### src/rtl/afh_map_scheduler.sv
// Rebuilds the AFH channel map: scans 79 channels in basic-hop order, writes used channels into the
// inactive remap-table bank, then atomically swaps map/N/bank when at least 20 channels are used.
module afh_map_scheduler (
  input  logic        clk,
  input  logic        rstz,
  input  logic        start,
  input  logic [79:0] chmap_in,
  output logic        busy,
  output logic        done,
  output logic        cfg_err,
  output logic [79:0] regi_AFH_channel_map,
  output logic [6:0]  regi_AFH_modN,
  output logic        map_valid,
  output logic        tbl_bank,
  output logic        tbl_we,
  output logic        tbl_wbank,
  output logic [6:0]  tbl_waddr,
  output logic [6:0]  tbl_wdata
);

  typedef enum logic [1:0] {IDLE, SCAN, DONE} state_t;

  state_t      state, state_nxt;
  logic [79:0] shadow;
  logic [6:0]  idx;
  logic [6:0]  cnt;
  logic [6:0]  ch;
  logic        hit;
  logic        last;

  // Even channels first (0,2,..,78), then odd ones (1,3,..,77).
  always_comb begin
    ch = 7'd0;
    if (idx <= 7'd39) begin
      ch = {idx[5:0], 1'b0};
    end else begin
      ch = {6'(idx - 7'd40), 1'b1};
    end
  end

  assign hit       = shadow[ch];
  assign last      = (idx == 7'd78);
  assign tbl_wbank = ~tbl_bank;

  always_comb begin
    state_nxt = state;
    case (state)
      IDLE:    if (start) state_nxt = SCAN;
      SCAN:    if (last) state_nxt = DONE;
      DONE:    state_nxt = IDLE;
      default: state_nxt = IDLE;
    endcase
  end

  always_ff @(posedge clk or posedge rstz) begin
    if (rstz) begin
      state <= IDLE;
    end else begin
      state <= state_nxt;
    end
  end

  always_ff @(posedge clk or posedge rstz) begin
    if (rstz) begin
      shadow               <= 80'h0;
      idx                  <= 7'd0;
      cnt                  <= 7'd0;
      busy                 <= 1'b0;
      done                 <= 1'b0;
      cfg_err              <= 1'b0;
      tbl_we               <= 1'b0;
      tbl_waddr            <= 7'd0;
      tbl_wdata            <= 7'd0;
      tbl_bank             <= 1'b0;
      map_valid            <= 1'b0;
      regi_AFH_modN        <= 7'd79;
      regi_AFH_channel_map <= 80'h0;
    end else begin
      // Status strobes lag the state by one cycle so all outputs are registered.
      busy    <= (state != IDLE);
      done    <= (state == DONE);
      cfg_err <= (state == DONE) && (cnt < 7'd20);
      tbl_we  <= (state == SCAN) && hit;
      case (state)
        IDLE: begin
          if (start) begin
            shadow <= chmap_in;
            idx    <= 7'd0;
            cnt    <= 7'd0;
          end
        end
        SCAN: begin
          if (hit) begin
            tbl_waddr <= cnt;
            tbl_wdata <= ch;
            if (cnt != 7'd79) cnt <= cnt + 7'd1;
          end
          if (!last) idx <= idx + 7'd1;
        end
        DONE: begin
          // Map, N and bank swap together so the hop kernel never sees a mixed set.
          if (cnt >= 7'd20) begin
            regi_AFH_channel_map <= {1'b0, shadow[78:0]};
            regi_AFH_modN        <= cnt;
            tbl_bank             <= ~tbl_bank;
            map_valid            <= 1'b1;
          end
        end
        default: ;
      endcase
    end
  end

endmodule

### config.mk
export PLATFORM = sky130hd
export DESIGN_NAME = afh_map_scheduler
export DESIGN_NICKNAME = d
export VERILOG_FILES = /design/src/rtl/afh_map_scheduler.sv
export SDC_FILE = /design/constraint.sdc
export NUM_CORES = 1
export LEC_CHECK = 0
export CORE_UTILIZATION = 52
export DETAILED_ROUTE_END_ITERATION = 7
export PLACE_DENSITY = 0.92
export SETUP_SLACK_MARGIN = 0.5
export SLEW_MARGIN = 10
export SYNTH_ARGS = -nofsm -noshare
export SYNTH_HDL_FRONTEND = slang
export SYNTH_SLANG_ARGS = --single-unit
### constraint.sdc
create_clock -name clk -period 9.74 [get_ports clk]
set_input_delay 1.461 -clock clk [delete_from_list [all_inputs] [get_ports clk]]
set_output_delay 1.461 -clock clk [all_outputs]
set_load 0.01 [all_outputs]
## Yosys cells after proc, flatten, opt, wreduce, memory -nomap -nowiden

Cells that the tools add are included.

- Bits in registers: 202
- Input bits: 83
- Output and inout bits: 108
- Word-level logic and storage cells: 54

- Add/subtract/negate cells: 3
- Magnitude comparators: 4
- Eq/ne operators: 9
- Muxes and demuxes: 12
- Bitwise logic cells: 1
- Reductions and logical operators: 11

Operator list:

| cell | count |
|---|---|
| $mux W7 | 5 |
| $pmux W7 S2 | 2 |
| $add A7 B1 Y7 const B | 2 |
| $lt A7 B8 Y1 const B | 1 |
| $ne A2 B2 Y1 const B | 4 |
| $reduce_and A2 Y1 | 4 |
| $bmux W1 S7 | 1 |
| $eq A7 B7 Y1 const B | 1 |
| $ge A7 B5 Y1 const B | 1 |
| $le A7 B6 Y1 const B | 1 |
| $lt A7 B5 Y1 const B | 1 |
| $ne A7 B7 Y1 const B | 1 |
| $sub A6 B6 Y6 const B | 1 |
| $mux W2 | 2 |
| $pmux W2 S2 | 1 |
| $reduce_and A4 Y1 | 1 |
| $reduce_bool A2 Y1 | 2 |
| $reduce_and A3 Y1 | 1 |
| $eq A2 B1 Y1 const B | 1 |
| $eq A2 B2 Y1 const B | 1 |
| $logic_and A1 B1 Y1 | 2 |
| $logic_not A2 Y1 | 1 |
| $ne A2 B1 Y1 const B | 1 |
| $mux W1 | 1 |
| $not A1 Y1 | 1 |

## Logic depth before layout (Yosys ltp)

- Word-level depth: 6
- Mapped depth: 17

## Least setup slack after synthesis

No wires, ideal clock.

- Path type: register -> register
- Start point: reg idx[4]
- End point: reg tbl_waddr[3]
- Data arrival time: 3.424 ns
- Required time: 9.613 ns
- Setup slack: 6.189 ns
- Cell stages (with the launch flop): 14
- Path through: dfrtp_1 > inv_1 > ha_1 > inv_1 > o211a_4 > or2_1 > buf_6 > mux2_1 > a211o_1 > or4_1 > a41o_1 > a41oi_4 > buf_6 > mux2_1

- Cells in the longest elaborated chain, start to end: 5

Ends and longest elaborated chain:

| what | RTL line | RTL |
|---|---|---|
| from (decl) | 25 | `logic [6:0] idx;` |
| from (signal assigned) | 98 | `if (!last) idx <= idx + 7'd1;` |
| $sub A6 B6 Y6 / $le A7 B6 Y1 (equally long branches) | 37, 34 |  |
| $mux W7 * | 34 | `if (idx <= 7'd39) begin` |
| $bmux W1 S7 * | 41 | `assign hit = shadow[ch];` |
| $mux W1 (implied by the code) * | 41 |  |
| $reduce_and A2 Y1 (no source line) * | -- |  |
| to (signal assigned) | 94 | `tbl_waddr <= cnt;` |
| to (decl) | 17 | `output logic [6:0] tbl_waddr,` |

Every way passes the cells marked *; elsewhere a longest branch is shown, timed or not. The select of a mux whose other input is x is not followed.
A chain may end at the register's enable or synchronous reset.

## Final worst setup path

- Start point: reg idx[2]
- End point: reg cnt[1]

- Cells in the longest elaborated chain, start to end: 6

Ends and longest elaborated chain:

| what | RTL line | RTL |
|---|---|---|
| $sub A6 B6 Y6 / $le A7 B6 Y1 (equally long branches) | 37, 34 |  |
| $mux W7 * | 34 |  |
| $bmux W1 S7 * | 41 |  |
| $mux W1 (implied by the code) * | 41 |  |
| $ne A2 B2 Y1 (no source line) * | -- |  |
| $reduce_and A4 Y1 (no source line) * | -- |  |
| to (signal assigned) | 96 | `if (cnt != 7'd79) cnt <= cnt + 7'd1;` |
| to (decl) | 26 | `logic [6:0] cnt;` |

Marks and branches as above.

==> results <==
- The run finished with clean final reports.
- Input and output buffers added on the ports amount to 189.
- The maximum number of pins on one net before global-route repair is 136.
- The first detailed-routing pass ran for 5 iterations.
- Setup repair after global routing left no endpoint under its margin.
- The CTS buffer count is 21.
- Summing all placed instances gives a cell area of 0.0107 mm².
- The min-delay analysis places its worst path in the category register to register.
- In this run the critical register-to-register path is launched from idx[2].
- The number of max-slew violations in the final report was 0.
- The final routed DRC violation total is 0.
- Dividing the synthesized area by the synthesized cell count gives 10.6 µm².
- Summed over all layers, the global routing overflow is 0.
- The primary flip-flop cell chosen by synthesis mapping is dfrtp_1.
- The effective utilization at floorplan is 53.9%.
- The half-perimeter wire length after placement is 14,700 µm.
- In the routed layout, each cell is associated on average with a via count of 5.50.
- The root buffer cell chosen for the clock tree is clkbuf_16.
- In this run the remaining antenna-violating nets after routing total 0.
- In the final layout, the share of cells above drive strength 1 is 14.4%.
- TritonCTS built the clock tree.
- The netlist area before placement is 0.00866 mm².
- Synthesis handed over a netlist of 818 instances.
- The worst setup path is launched from a register.
- The mux contribution to synthesized area is 14.0%.
- Wires add up to 22,000 µm.
- The post-route setup TNS is 0 ns.
- Counting flops with an async set or reset pin after synthesis yields a share of 100%.
- The stage delay of the slowest cell on the critical path is 0.84 ns.
- The setup skew after layout is 0.00600 ns.
- The count of antenna diodes in the layout is 0.
- The final total power is 0.00303 W.
- The number of different library cells used by synthesis comes to 56.
- The count of routing violations after the opening detailed-route iteration is 469.
- The signal on the critical path passes through nand4bb_1 -> o211a_4 -> nor2_2 -> a21boi_1 -> a211o_1 -> or4_1 -> a41o_1 -> a41oi_4 -> nor2_1 -> mux2_1.
- The count of hold buffers inserted by post-cts repair is 0.
- The kind of end point of the critical path is a register.
- The number of H-tree levels is 1.
- The initial antenna violation count came to 0.
- The pin slew with the least headroom to its limit is 1.04 ns.
- The number of global-route vias before repair is 6,624.
- The wire length of the first global-routing pass is 35,000 µm.
- The signed area change from the synthesized netlist to the final layout is 31.1%.
- The final standard cell area without fillers is 0.0113 mm².
- In this run, synthesis inferred 0 flip-flops with an integrated enable.
- The area fraction in and, or, nand and nor cells after synthesis is 17.0%.
- The global-route usage over all layers is 26.6%.
- The average routed wire per standard cell is 18.1 µm.
- The most critical setup path has its startpoint at idx[2].
- The clock-pin transition on the worst setup and hold timing paths is 0.06 ns.
- The count of final setup violators is 0.
- The static power due to leakage is 5.42 nW.
- The number of gates resized after CTS was 0.
- For hold timing, the worst endpoint is map_valid.
- Counting flops and latches in the post-synthesis netlist gives 202.
- The final hold violation count was 0.
- The die covers 0.0172 mm².
- The tree built by TritonCTS fans out to 202 sinks.
- The floorplan die width is 131 µm.
- The adder and majority gate portion of the synthesized area is 0.867%.
- Of all nets on the critical path, the largest fanout is 32.
- The compound-gate portion of the synthesized area is 5.84%.
- The post-CTS setup buffer count is 0.
- The core region is 0.0161 mm².
- The power density of the placed cells is 267 mW/mm².
- Of the total synthesized cell area, the portion taken by XOR and XNOR cells is 0.809%.
- The synthesized netlist net count is 907.
- For met1 alone, demand over resource in global routing was 35.7%.
- The worst flop-to-flop path endpoint is cnt[1].
- The highest attainable clock frequency is 0.205 GHz.
- Counting I/O delays and the setup requirement, the final critical path takes 4.89 ns.
- Cells fill 70.7% of the core in the end.
- The met2 routing resource usage after global routing is 44.1%.
- Counting instances, the worst hold path has a depth of 1.
- The number of cells on the worst reg-to-reg path is 10.
- The via count is 6,679.
- The net count of the finished layout is 1,076.
- The dominant cell type by area after synthesis is dfrtp_1.
- The peak-usage layer in the global routing report is met2.
- By area, the combinational part of the netlist is dominated by simple AND/OR/NAND/NOR gates.
- The congestion estimate from routability-driven global placement came to 0.909.
- The setup slack on the worst flop-to-flop path is 4.85 ns.
- After synthesis, the cell types taking the most area are dfrtp_1 (57%), nand2_1 (13%), mux2_2 (11%), dfstp_2 (1.5%), clkbuf_1 (1.5%).
- The number of buffers on the longest clock path is 3.
- The worst max-slew margin expressed relative to the limit is 30.3%.
- The max capacitance violation total is 0.
- In this run the most critical hold path is launched from map_valid.
- The top-area cell type share of the netlist area is 56.9%.
- The met3 layer usage reported by global route is 4.64%.
- The cell with the largest stage delay on the worst path is dfrtp_1.
- The floorplan die height is 131 µm.
- After synthesis, flip-flops and latches occupy 58.5% of the total area.
- After layout, the worst path uses 50.2% of the clock period.
- The worst path meets setup with 4.85 ns of slack.
- The most common library cell in the layout ignoring fill and taps is nand2_1.
- The top cell types in the final layout, fill and taps aside, are nand2_1 (297), dfrtp_1 (197), clkdlybuf4s50_1 (189).
- The count of boundary I/O pins is 191.
- During synthesis, Yosys emitted a total of 0 warnings.
- For the worst-skew pair, the clock arrives at the later sink with an insertion delay of 0.48 ns.
- At the placement stage, the worst setup path has a slack of 4.94 ns.
- The start-to-end type of the worst setup path is register to register.
- The peak supply drop is 0.176 mV.
- The worst path arrival time is 5.25 ns.
- The number of core rows is 46.
- The required time of the critical path is 10.10 ns.
==> stage by stage <==
step | std cells | hold slack (ns)
floorplan | 818 | 0.440
global placement | 1180 | 0.457
detailed placement | 1180 | 0.467
CTS | 1215 | 0.491
global route | 1215 | 0.512
finish | 1215 | 0.486
==> worst max path at each step <==
stage / end / slack [ns] / cells past startpoint
CTS: cnt[1] / 4.92 / 10
floorplan: busy / 2.78 / 1
finish: cnt[1] / 4.85 / 10
detailed placement: cnt[1] / 4.94 / 10
global placement: cnt[1] / 5.08 / 10
global route: cnt[1] / 4.51 / 10
==> layout make-up <==
type                            count  area [µm²]
Fill cell                        1116        4710
Tap cell                          216         270
Timing Repair Buffer              193        1920
Sequential cell                   202        5060
Multi-Input combinational cell    556        3360
Inverter                           13        56.3
Clock inverter                      5        50.0
Clock buffer                       30         629
==> kinds of logic after synthesis <==
kind of cell / after synthesis
xor gates and xnor gates: 8
buffers and inverters: 60
DFF: 202
other: 1
AOI/OAI and AO/OA: 73
adders and majority gates: 6
and+or+nand+nor: 362
muxes: 106
==> synth_stat cells, drive strengths merged, types with 7 or more instances <==
| cell type | count |
|---|---|
| clkbuf | 34 |
| buf | 13 |
| mux2 | 98 |
| nand2 | 298 |
| a21oi | 20 |
| nor3 | 7 |
| o21ai | 12 |
| nand3 | 10 |
| inv | 13 |
| dfrtp | 197 |
| nor2 | 17 |
==> sequential cells by signal (all words and copies together) (netlist names) <==
signal / count
tbl_wdata: 7
map_valid: 1
tbl_waddr: 7
regi_AFH_modN: 7
state: 2
tbl_bank: 1
done: 1
cnt: 7
busy: 1
idx: 7
shadow: 80
regi_AFH_channel_map: 79
tbl_we: 1
cfg_err: 1
==> per-layer routing <==
metal	part of all wire, %	wire length (µm)
met1	41	9110
met2	49	10800
met3	6.4	1420
met4	3.0	658
met5	0	0
==> critical path: cells and delay by family, from the launching register on <==
family | cells | cell delay, ns
AO/OA/AOI/OAI | 5 | 1.81
AND/OR/NAND/NOR | 4 | 1.74
flip-flops | 1 | 0.84
multiplexers | 1 | 0.36
==> report_power, final <==
| part | internal [W] | leakage [nW] | switching (W) |
|---|---|---|---|
| Clock | 0.000472 | 0.341 | 0.000314 |
| Sequential | 0.00107 | 2.63 | 0.000253 |
| Combinational | 0.000391 | 2.44 | 0.000538 |
| Total | 0.00193 | 5.42 | 0.00110 |
No activity file was read; power rests on OpenSTA's default activity.
